===== src/rtl/addmod_arb.sv =====
// Arbitrated burst accumulator: sums each requester's burst modulo 2^width-1 and returns the result tagged with its owner.
// Define ADDMOD_ARB_FIXED_PRIO_EN for fixed lowest-index priority; otherwise round-robin arbitration is used.
//
// state | meaning
// IDLE  | no owner; first beat of the next burst is accepted from the arbitration winner
// ACC   | owner locked; accumulating further beats until the last one
// OUT   | result presented on res_*; waits for res_ready_i

package lau_pkg;
    typedef enum logic {SLOW, FAST} speed_e;
endpackage

module AddMod2Nm1s0 #(
    parameter int             width = 8,
    parameter lau_pkg::speed_e speed = lau_pkg::FAST
) (
    input  logic [width-1:0] a,
    input  logic [width-1:0] b,
    output logic [width-1:0] s
);
    logic [width:0]   sum0;
    logic [width-1:0] raw;

    assign sum0 = {1'b0, a} + {1'b0, b};

    // End-around carry; FAST precomputes the +1 path instead of a second ripple add.
    if (speed == lau_pkg::FAST) begin : g_fast
        logic [width-1:0] sum1;
        assign sum1 = a + b + {{(width-1){1'b0}}, 1'b1};
        assign raw  = sum0[width] ? sum1 : sum0[width-1:0];
    end else begin : g_slow
        assign raw = sum0[width-1:0] + {{(width-1){1'b0}}, sum0[width]};
    end

    assign s = (&raw) ? '0 : raw;
endmodule

module addmod_arb #(
    parameter int              width = 8,
    parameter lau_pkg::speed_e speed = lau_pkg::FAST,
    parameter int              nreq  = 4,
    localparam int             idw   = (nreq > 1) ? $clog2(nreq) : 1
) (
    input  logic                  clk_i,
    input  logic                  rst_i,
    input  logic [nreq-1:0]       req_valid_i,
    output logic [nreq-1:0]       req_ready_o,
    input  logic [nreq*width-1:0] req_data_i,
    input  logic [nreq-1:0]       req_last_i,
    output logic                  res_valid_o,
    input  logic                  res_ready_i,
    output logic [width-1:0]      res_data_o,
    output logic [idw-1:0]        res_id_o
);
    typedef enum logic [1:0] {IDLE, ACC, OUT} state_e;

    state_e           state_q, state_d;
    logic [width-1:0] acc_q, sum, add_a, add_b;
    logic [idw-1:0]   owner_q, winner, sel;
    logic [width-1:0] res_data_q;
    logic [idw-1:0]   res_id_q;
    logic             any_valid, sel_valid, sel_last;
    logic             load_first, load_beat, res_hs;

`ifdef ADDMOD_ARB_FIXED_PRIO_EN
    always_comb begin
        winner    = '0;
        any_valid = 1'b0;
        for (int i = nreq - 1; i >= 0; i--) begin
            if (req_valid_i[i]) begin
                winner    = idw'(i);
                any_valid = 1'b1;
            end
        end
    end
`else
    logic [idw-1:0]  ptr_q;
    logic [nreq-1:0] rot;
    logic [idw:0]    off, wsum;

    // Rotate valids so bit 0 is the requester at the pointer; lowest set bit wins.
    assign rot = nreq'({req_valid_i, req_valid_i} >> ptr_q);

    always_comb begin
        off       = '0;
        any_valid = 1'b0;
        for (int i = nreq - 1; i >= 0; i--) begin
            if (rot[i]) begin
                off       = (idw+1)'(i);
                any_valid = 1'b1;
            end
        end
        wsum   = {1'b0, ptr_q} + off;
        winner = (wsum >= (idw+1)'(nreq)) ? idw'(wsum - (idw+1)'(nreq)) : idw'(wsum);
    end

    always_ff @(posedge clk_i) begin
        if (rst_i) begin
            ptr_q <= '0;
        end else if (res_hs) begin
            ptr_q <= (owner_q == idw'(nreq - 1)) ? '0 : owner_q + 1'b1;
        end
    end
`endif

    assign sel   = (state_q == IDLE) ? winner : owner_q;
    assign add_a = (state_q == IDLE) ? '0 : acc_q;

    always_comb begin
        add_b     = '0;
        sel_valid = 1'b0;
        sel_last  = 1'b0;
        for (int i = 0; i < nreq; i++) begin
            if (sel == idw'(i)) begin
                add_b     = req_data_i[i*width +: width];
                sel_valid = req_valid_i[i];
                sel_last  = req_last_i[i];
            end
        end
    end

    AddMod2Nm1s0 #(.width(width), .speed(speed)) u_add (
        .a (add_a),
        .b (add_b),
        .s (sum)
    );

    always_comb begin
        state_d     = state_q;
        req_ready_o = '0;
        load_first  = 1'b0;
        load_beat   = 1'b0;
        res_hs      = 1'b0;
        case (state_q)
            IDLE: begin
                if (any_valid) begin
                    req_ready_o = nreq'(1) << winner;
                    load_first  = 1'b1;
                    state_d     = sel_last ? OUT : ACC;
                end
            end
            ACC: begin
                req_ready_o = nreq'(1) << owner_q;
                if (sel_valid) begin
                    load_beat = 1'b1;
                    if (sel_last) state_d = OUT;
                end
            end
            OUT: begin
                if (res_ready_i) begin
                    res_hs  = 1'b1;
                    state_d = IDLE;
                end
            end
            default: state_d = IDLE;
        endcase
        if (rst_i) req_ready_o = '0;
    end

    always_ff @(posedge clk_i) begin
        if (rst_i) begin
            state_q    <= IDLE;
            acc_q      <= '0;
            owner_q    <= '0;
            res_data_q <= '0;
            res_id_q   <= '0;
        end else begin
            state_q <= state_d;
            if (load_first || load_beat) acc_q <= sum;
            if (load_first) owner_q <= winner;
            // Result registers only move on entry to OUT so they hold between bursts.
            if (state_d == OUT && state_q != OUT) begin
                res_data_q <= sum;
                res_id_q   <= sel;
            end
        end
    end

    assign res_valid_o = (state_q == OUT);
    assign res_data_o  = res_data_q;
    assign res_id_o    = res_id_q;
endmodule


===== config.mk =====
export PLATFORM = sky130hd
export DESIGN_NAME = addmod_arb
export DESIGN_NICKNAME = d
export VERILOG_FILES = /design/src/rtl/addmod_arb.sv
export SDC_FILE = /design/constraint.sdc
export NUM_CORES = 1
export LEC_CHECK = 0
export BUFFER_PORTS_ARGS = -buffer_cell sky130_fd_sc_hd__buf_2
export CORE_UTILIZATION = 52
export DETAILED_ROUTE_END_ITERATION = 7
export PLACE_DENSITY = 0.86
export SETUP_SLACK_MARGIN = 0.3
export SLEW_MARGIN = 30
export SYNTH_ARGS = -nofsm -noshare
export SYNTH_HDL_FRONTEND = slang
export SYNTH_HIERARCHICAL = 1
export SYNTH_SLANG_ARGS = --single-unit

===== constraint.sdc =====
create_clock -name clk_i -period 7.1 [get_ports clk_i]
set_input_delay 1.42 -clock clk_i [delete_from_list [all_inputs] [get_ports clk_i]]
set_output_delay 1.42 -clock clk_i [all_outputs]
set_load 0.1 [all_outputs]

## After elaboration in Yosys (flattened, before gate mapping)

Index checks and enable logic that the tools add are counted.

| cells by class | value |
|---|---|
| reductions and logical operators | 5 |
| shifts and indexed selects | 3 |
| order comparisons | 1 |
| add/sub/neg operators | 6 |
| equality and inequality tests | 8 |
| multiplexer cells | 41 |

Operator list:

| kind | number |
|---|---|
| 8-bit two-way mux | 7 |
| 1-bit two-way mux | 18 |
| 2-bit two-way mux | 9 |
| 2-bit equality test (second input constant) | 5 |
| 8-bit by 8-bit adder with 9-bit output | 1 |
| 3-bit two-way mux | 3 |
| 8-bit by 1-bit adder with 8-bit output (second input constant) | 1 |
| 8-bit adder | 1 |
| 4-bit two-way mux | 2 |
| 4-bit case mux with 2 select lines | 1 |
| 8-bit AND reduction | 1 |
| 1-bit by 2-bit << shifter with 4-bit output (first input constant) | 2 |
| 8-bit by 2-bit right shift with 4-bit output | 1 |
| 2-bit case mux with 3 select lines | 1 |
| 2-bit by 1-bit equality test with 1-bit output (second input constant) | 2 |
| 2-bit logical NOT | 2 |
| 2-bit by 3-bit adder with 3-bit output | 1 |
| 3-bit greater-or-equal comparator (second input constant) | 1 |
| 2-bit by 1-bit adder with 2-bit output (second input constant) | 1 |
| 2-bit inequality test (second input constant) | 1 |
| 2-bit by 1-bit subtractor with 2-bit output (second input constant) | 1 |
| 1-bit logical AND | 1 |
| 1-bit logical OR | 1 |

| word-level totals | value |
|---|---|
| output and inout port bits | 15 |
| logic and storage cells | 70 |
| flip-flop bits (word level) | 24 |

## Longest topological paths before layout

| logic depth | value |
|---|---|
| depth in word-level cells | 19 |
| depth in mapped cells | 22 |
| mapped depth without buffers | 21 |

## Modules after synthesis

The synthesis kept the hierarchy.

By module, submodules not included:

| module | cells each | sequential area each (um^2) | area each (um^2) | times used |
|---|---|---|---|---|
| addmod_arb | 207 | 480.5 | 1,869.3 | 1 |
| AddMod2Nm1s0 | 107 | 0.0 | 845.8 | 1 |

## Least setup slack after synthesis

No wires, ideal clock.

| path | value |
|---|---|
| kind | input -> output |
| from | input port req_valid_i[0] |
| to | output port req_ready_o[1] |
| data arrival time | 5,228 ps |
| setup slack | 452 ps |
| buffers on the path | 1 |
| required time | 5,680 ps |
| stages on the path | 8 |
| path through | buf_6 -> or4_2 -> o2111ai_1 -> ha_1 -> xor2_2 -> xor2_1 -> a32oi_1 -> nor3_1 |

| between the ends | value |
|---|---|
| cells in the longest elaborated chain, start to end | 12 |
| elaborated cells on any way between the ends | 17 |

RTL lines:

| element | line | source |
|---|---|---|
| from (decl) | 46 | `input logic [nreq-1:0] req_valid_i,` |
| 8-bit by 2-bit right shift with 4-bit output * | 82 | `assign rot = nreq'({req_valid_i, req_valid_i} >> ptr_q);` |
| 2-bit two-way mux | 88 | `if (rot[i]) begin` |
| 3-bit two-way mux (3 in a row) | 88 |  |
| 2-bit by 3-bit adder with 3-bit output | 93 | `wsum = {1'b0, ptr_q} + off;` |
| 3-bit greater-or-equal comparator / 2-bit by 1-bit subtractor with 2-bit output (equally long branches) | 94 | `winner = (wsum >= (idw+1)'(nreq)) ? idw'(wsum - (idw+1)'(nreq)) : idw'(wsum);` |
| 2-bit two-way mux | 94 |  |
| 1-bit by 2-bit << shifter with 4-bit output | 137 | `req_ready_o = nreq'(1) << winner;` |
| 4-bit two-way mux * | 136 | `if (any_valid) begin` |
| 4-bit case mux with 2 select lines * | 134 | `case (state_q)` |
| 4-bit two-way mux * | 157 | `if (rst_i) req_ready_o = '0;` |
| to (decl) | 47 | `output logic [nreq-1:0] req_ready_o,` |

Every way passes the cells marked *; elsewhere a longest branch is shown, timed or not.

## Worst setup path after layout

| path | value |
|---|---|
| from | input port req_valid_i[0] |
| to | register acc_q[3] |

| between the ends | value |
|---|---|
| cells in the longest elaborated chain, start to end | 19 |
| elaborated cells on any way between the ends | 37 |

RTL lines:

| element | line | source |
|---|---|---|
| 8-bit by 2-bit right shift with 4-bit output * | 82 |  |
| 2-bit two-way mux | 88 |  |
| 3-bit two-way mux (2 in a row) | 88 |  |
| 3-bit two-way mux * | 88 |  |
| 2-bit by 3-bit adder with 3-bit output * | 93 |  |
| 3-bit greater-or-equal comparator / 2-bit by 1-bit subtractor with 2-bit output (equally long branches) | 94 |  |
| 2-bit two-way mux * | 94 |  |
| 2-bit two-way mux * | 106 | `assign sel = (state_q == IDLE) ? winner : owner_q;` |
| (+4 left out) | n/a |  |
| 8-bit two-way mux * | 114 | `if (sel == idw'(i)) begin` |
| net add_b[0] | 58 | `logic [width-1:0] acc_q, sum, add_a, add_b;` |
| 8-bit adder | 29 | `assign sum1 = a + b + {{(width-1){1'b0}}, 1'b1};` |
| 8-bit by 1-bit adder with 8-bit output | 29 |  |
| 8-bit two-way mux * | 30 | `assign raw = sum0[width] ? sum1 : sum0[width-1:0];` |
| 8-bit AND reduction | 35 | `assign s = (&raw) ? '0 : raw;` |
| 8-bit two-way mux * | 35 |  |
| net sum[3] | 58 |  |
| to (signal assigned) | 169 | `if (load_first \|\| load_beat) acc_q <= sum;` |
| to (decl) | 58 |  |

Mark *: on every way through the listed nets, which the timed path passes. The rest lies on a longest branch.
A chain may end at the register's enable or synchronous reset.

==> flow_metrics.py <==
metrics = {
    "final_layout": {
        "final_layout_size_suffix_gt1_frac": 0.258,
        "fin_util": 0.618,
        "syn_to_final_growth_pct": 11.0,
        "nets": 418,
        "multi_input_area_um2": 2050,
        "diodes": 0,
        "fill_cells": 443,
        "regArea_um2": 480,
        "fin_cells": 424,
    },
    "timing": {
        "finalSetupTns_ns": 0,
        "slew_viol_final": 0,
        "worst_pin_slew_ns": 0.588,
        "fmax_mhz": 158,
        "final.setup_skew_ns": 0.00253,
        "min_period_ns": 6.33,
        "timing.final.ws_setup_ns": 0.770,
        "relSlewSlack": 0.608,
        "post-route-period-util": 0.892,
        "finalSetupViolCount": 0,
        "hold_viol_final": 0,
        "rsz0062_at_grt": "no",
    },
    "drt": {
        "first_pass_iters": 4,
        "viasPerCell": 5.92,
        "routedWlPerCell_um": 15.2,
        "drt-total-wl_um": 6440,
        "drtIter0Drc": 134,
        "ant_nets": 0,
        "route.detailed.drc": 0,
        "vias": 2510,
    },
    "placed_design": {
        "port_buffers": 57,
        "hpwl_um": 4980,
        "post-place-ws_ns": 0.581,
        "placed_cells": 420,
        "routabilityCongestion": 0.980,
    },
    "worst_setup_path": {
        "startpoint_type": "input port",
        "crit_required_ns": 7.24,
        "arrival_ns": 6.47,
        "critPathKind": "input port to flip-flop",
        "worstSetupEndpointType": "flip-flop",
        "worstPathMaxFanout": 12,
    },
    "grt": {
        "grt_max_degree": 40,
        "grt_pass1_vias": 2399,
        "antenna_found_initial": 0,
        "grt_usage": 0.244,
        "grt.overflow.total": 0,
        "grt_pass1_wl_um": 10600,
    },
    "synth": {
        "ys_seq_area_frac": 0.177,
        "yosys_warnings": 6,
        "dominantRegCellSynth": "dfxtp_1",
        "synth_edf_count": 0,
        "synth_seq_cells": 24,
        "syn_nets": 374,
        "synthArstFlopShare": 0,
        "synth_cells": 314,
        "syn_area_per_cell_um2": 8.65,
        "netlist_area_um2": 2720,
        "ys_types": 70,
    },
    "flow_run": {
        "maxCapViolations": 0,
    },
    "cts": {
        "post_cts_buffers": 0,
        "cts_sinks": 24,
        "hold_buffers": 0,
        "clk_pin_slew_worst_paths_ns": 0.08,
        "h-tree-depth": 1,
        "insertion_delay_ns": 0.26,
        "cts_tree": "built",
        "clock_path_buffers": 2,
        "cts_buffers": 3,
        "root_buffer": "clkbuf_8",
        "postCtsResizedCells": 0,
    },
    "die": {
        "die_h_um": 74.3,
        "initial_core_util": 0.556,
        "die_w_um": 74.3,
        "core_um2": 4880,
        "fp-row-count": 25,
        "pin_count": 58,
        "dieArea_um2": 5510,
    },
    "min_path": {
        "hold_path_class": "flip-flop to flip-flop",
    },
    "outcome": {
        "status": "completed",
    },
}
## worst max-delay path, stage by stage
cell	delay (ns)
buf_2	0.16
or4_2	0.65
o2111ai_1	0.10
ha_1	0.21
xor2_2	0.35
xnor2_2	0.17
mux2i_4	0.46
mux2i_1	0.19
mux2i_1	0.31
inv_1	0.11
ha_1	0.21
fa_1	0.37
and2b_1	0.29
o21ai_2	0.10
a2111oi_4	0.40
o2111ai_1	0.25
a31oi_4	0.33
a31oi_1	0.16
mux2i_1	0.18
nor2_1	0.05
## sequential cells by signal, summed over array words and instances, names as in the netlist
| signal | count |
|---|---|
| acc_q | 8 |
| owner_q | 2 |
| ptr_q | 2 |
| res_data_o | 8 |
| res_id_o | 2 |
| state_q | 2 |
## logic make-up (layout without fill, tap and decap cells)
kind of cell / count (synthesis) / in the layout / share of synthesized area
and+or+nand+nor: 110 / 110 / 0.228
muxes: 48 / 48 / 0.188
buffers and inverters: 33 / 76 / 0.0696
adders and majority gates: 17 / 17 / 0.0839
AOI/OAI and AO/OA: 74 / 74 / 0.220
xor gates and xnor gates: 8 / 8 / 0.0341
DFF: 24 / 24 / 0.177
## synthesized netlist by cell type, types with 3 or more instances
master	n	area, µm²
o21ai_2	3	26.3
xnor2_1	4	35.0
o211ai_1	4	30.0
nand2_1	9	33.8
nor2_1	26	97.6
clkbuf_1	6	22.5
nand3_1	10	50.1
a31oi_1	12	75.1
o2111ai_1	5	43.8
a21oi_1	11	55.1
a21o_1	6	45.0
and2_1	11	68.8
or3_1	3	18.8
mux2i_1	43	430
ha_1	15	188
nor2b_1	6	37.5
dfxtp_1	24	480
inv_1	13	48.8
buf_2	7	35.0
nand2b_1	18	113
a211oi_1	3	22.5
nor3_1	9	45.0
## area by class of cell
type,instances,area share
multi-input cells,257,0.679
flip-flops and latches,24,0.159
repair buffers,59,0.0996
well taps,67,0.0278
clock buffers,4,0.0183
inverters,13,0.0162
## path summary, 6_finish.rpt
path                              start                          to  slack, ns  cells after the start
min reg2reg  res_data_o[3]$_SDFFE_PP0P_  res_data_o[3]$_SDFFE_PP0P_       0.47                      2
min          res_data_o[3]$_SDFFE_PP0P_  res_data_o[3]$_SDFFE_PP0P_       0.47                      2
max reg2reg       ptr_q[0]$_SDFFE_PP0P_       acc_q[3]$_SDFFE_PP0P_       1.59                     19
max                      req_valid_i[0]       acc_q[3]$_SDFFE_PP0P_       0.77                     20
## through the flow
stage                     hold slack [ns]  instance area (µm²)
after floorplan                     0.455                 2720
after global routing                0.494                 3010
final                               0.473                 3010
after detailed placement            0.466                 2960
after global placement              0.459                 2960
after CTS                           0.481                 3010
## per-layer routing
metal | vias up | track usage | part of all wire
met1 | 1184 | 0.302 | 0.44
li1 | 1249 | - | -
met5 | - | 0 | 0
met3 | 8 | 0.0461 | 0.046
met4 | 0 | 0.0482 | 0.011
met2 | 69 | 0.442 | 0.50
## cells in the final DEF, fill, tap and decap left out, types with 3 or more instances in the layout
| cell | instances |
|---|---|
| o2111ai_1 | 5 |
| inv_1 | 13 |
| xnor2_1 | 4 |
| or3_1 | 3 |
| o211ai_1 | 4 |
| ha_1 | 15 |
| dfxtp_1 | 24 |
| nor2b_1 | 6 |
| nor3_1 | 9 |
| nand2_1 | 9 |
| a21oi_1 | 11 |
| clkbuf_8 | 4 |
| a21o_1 | 6 |
| nand2b_1 | 18 |
| a31oi_1 | 12 |
| o21ai_2 | 3 |
| a211oi_1 | 3 |
| buf_2 | 57 |
| nand3_1 | 10 |
| nor2_1 | 26 |
| mux2i_1 | 43 |
| and2_1 | 11 |
Power is not shown: default switching activity piles up to over one toggle a cycle in this logic, so the estimate is an artifact.
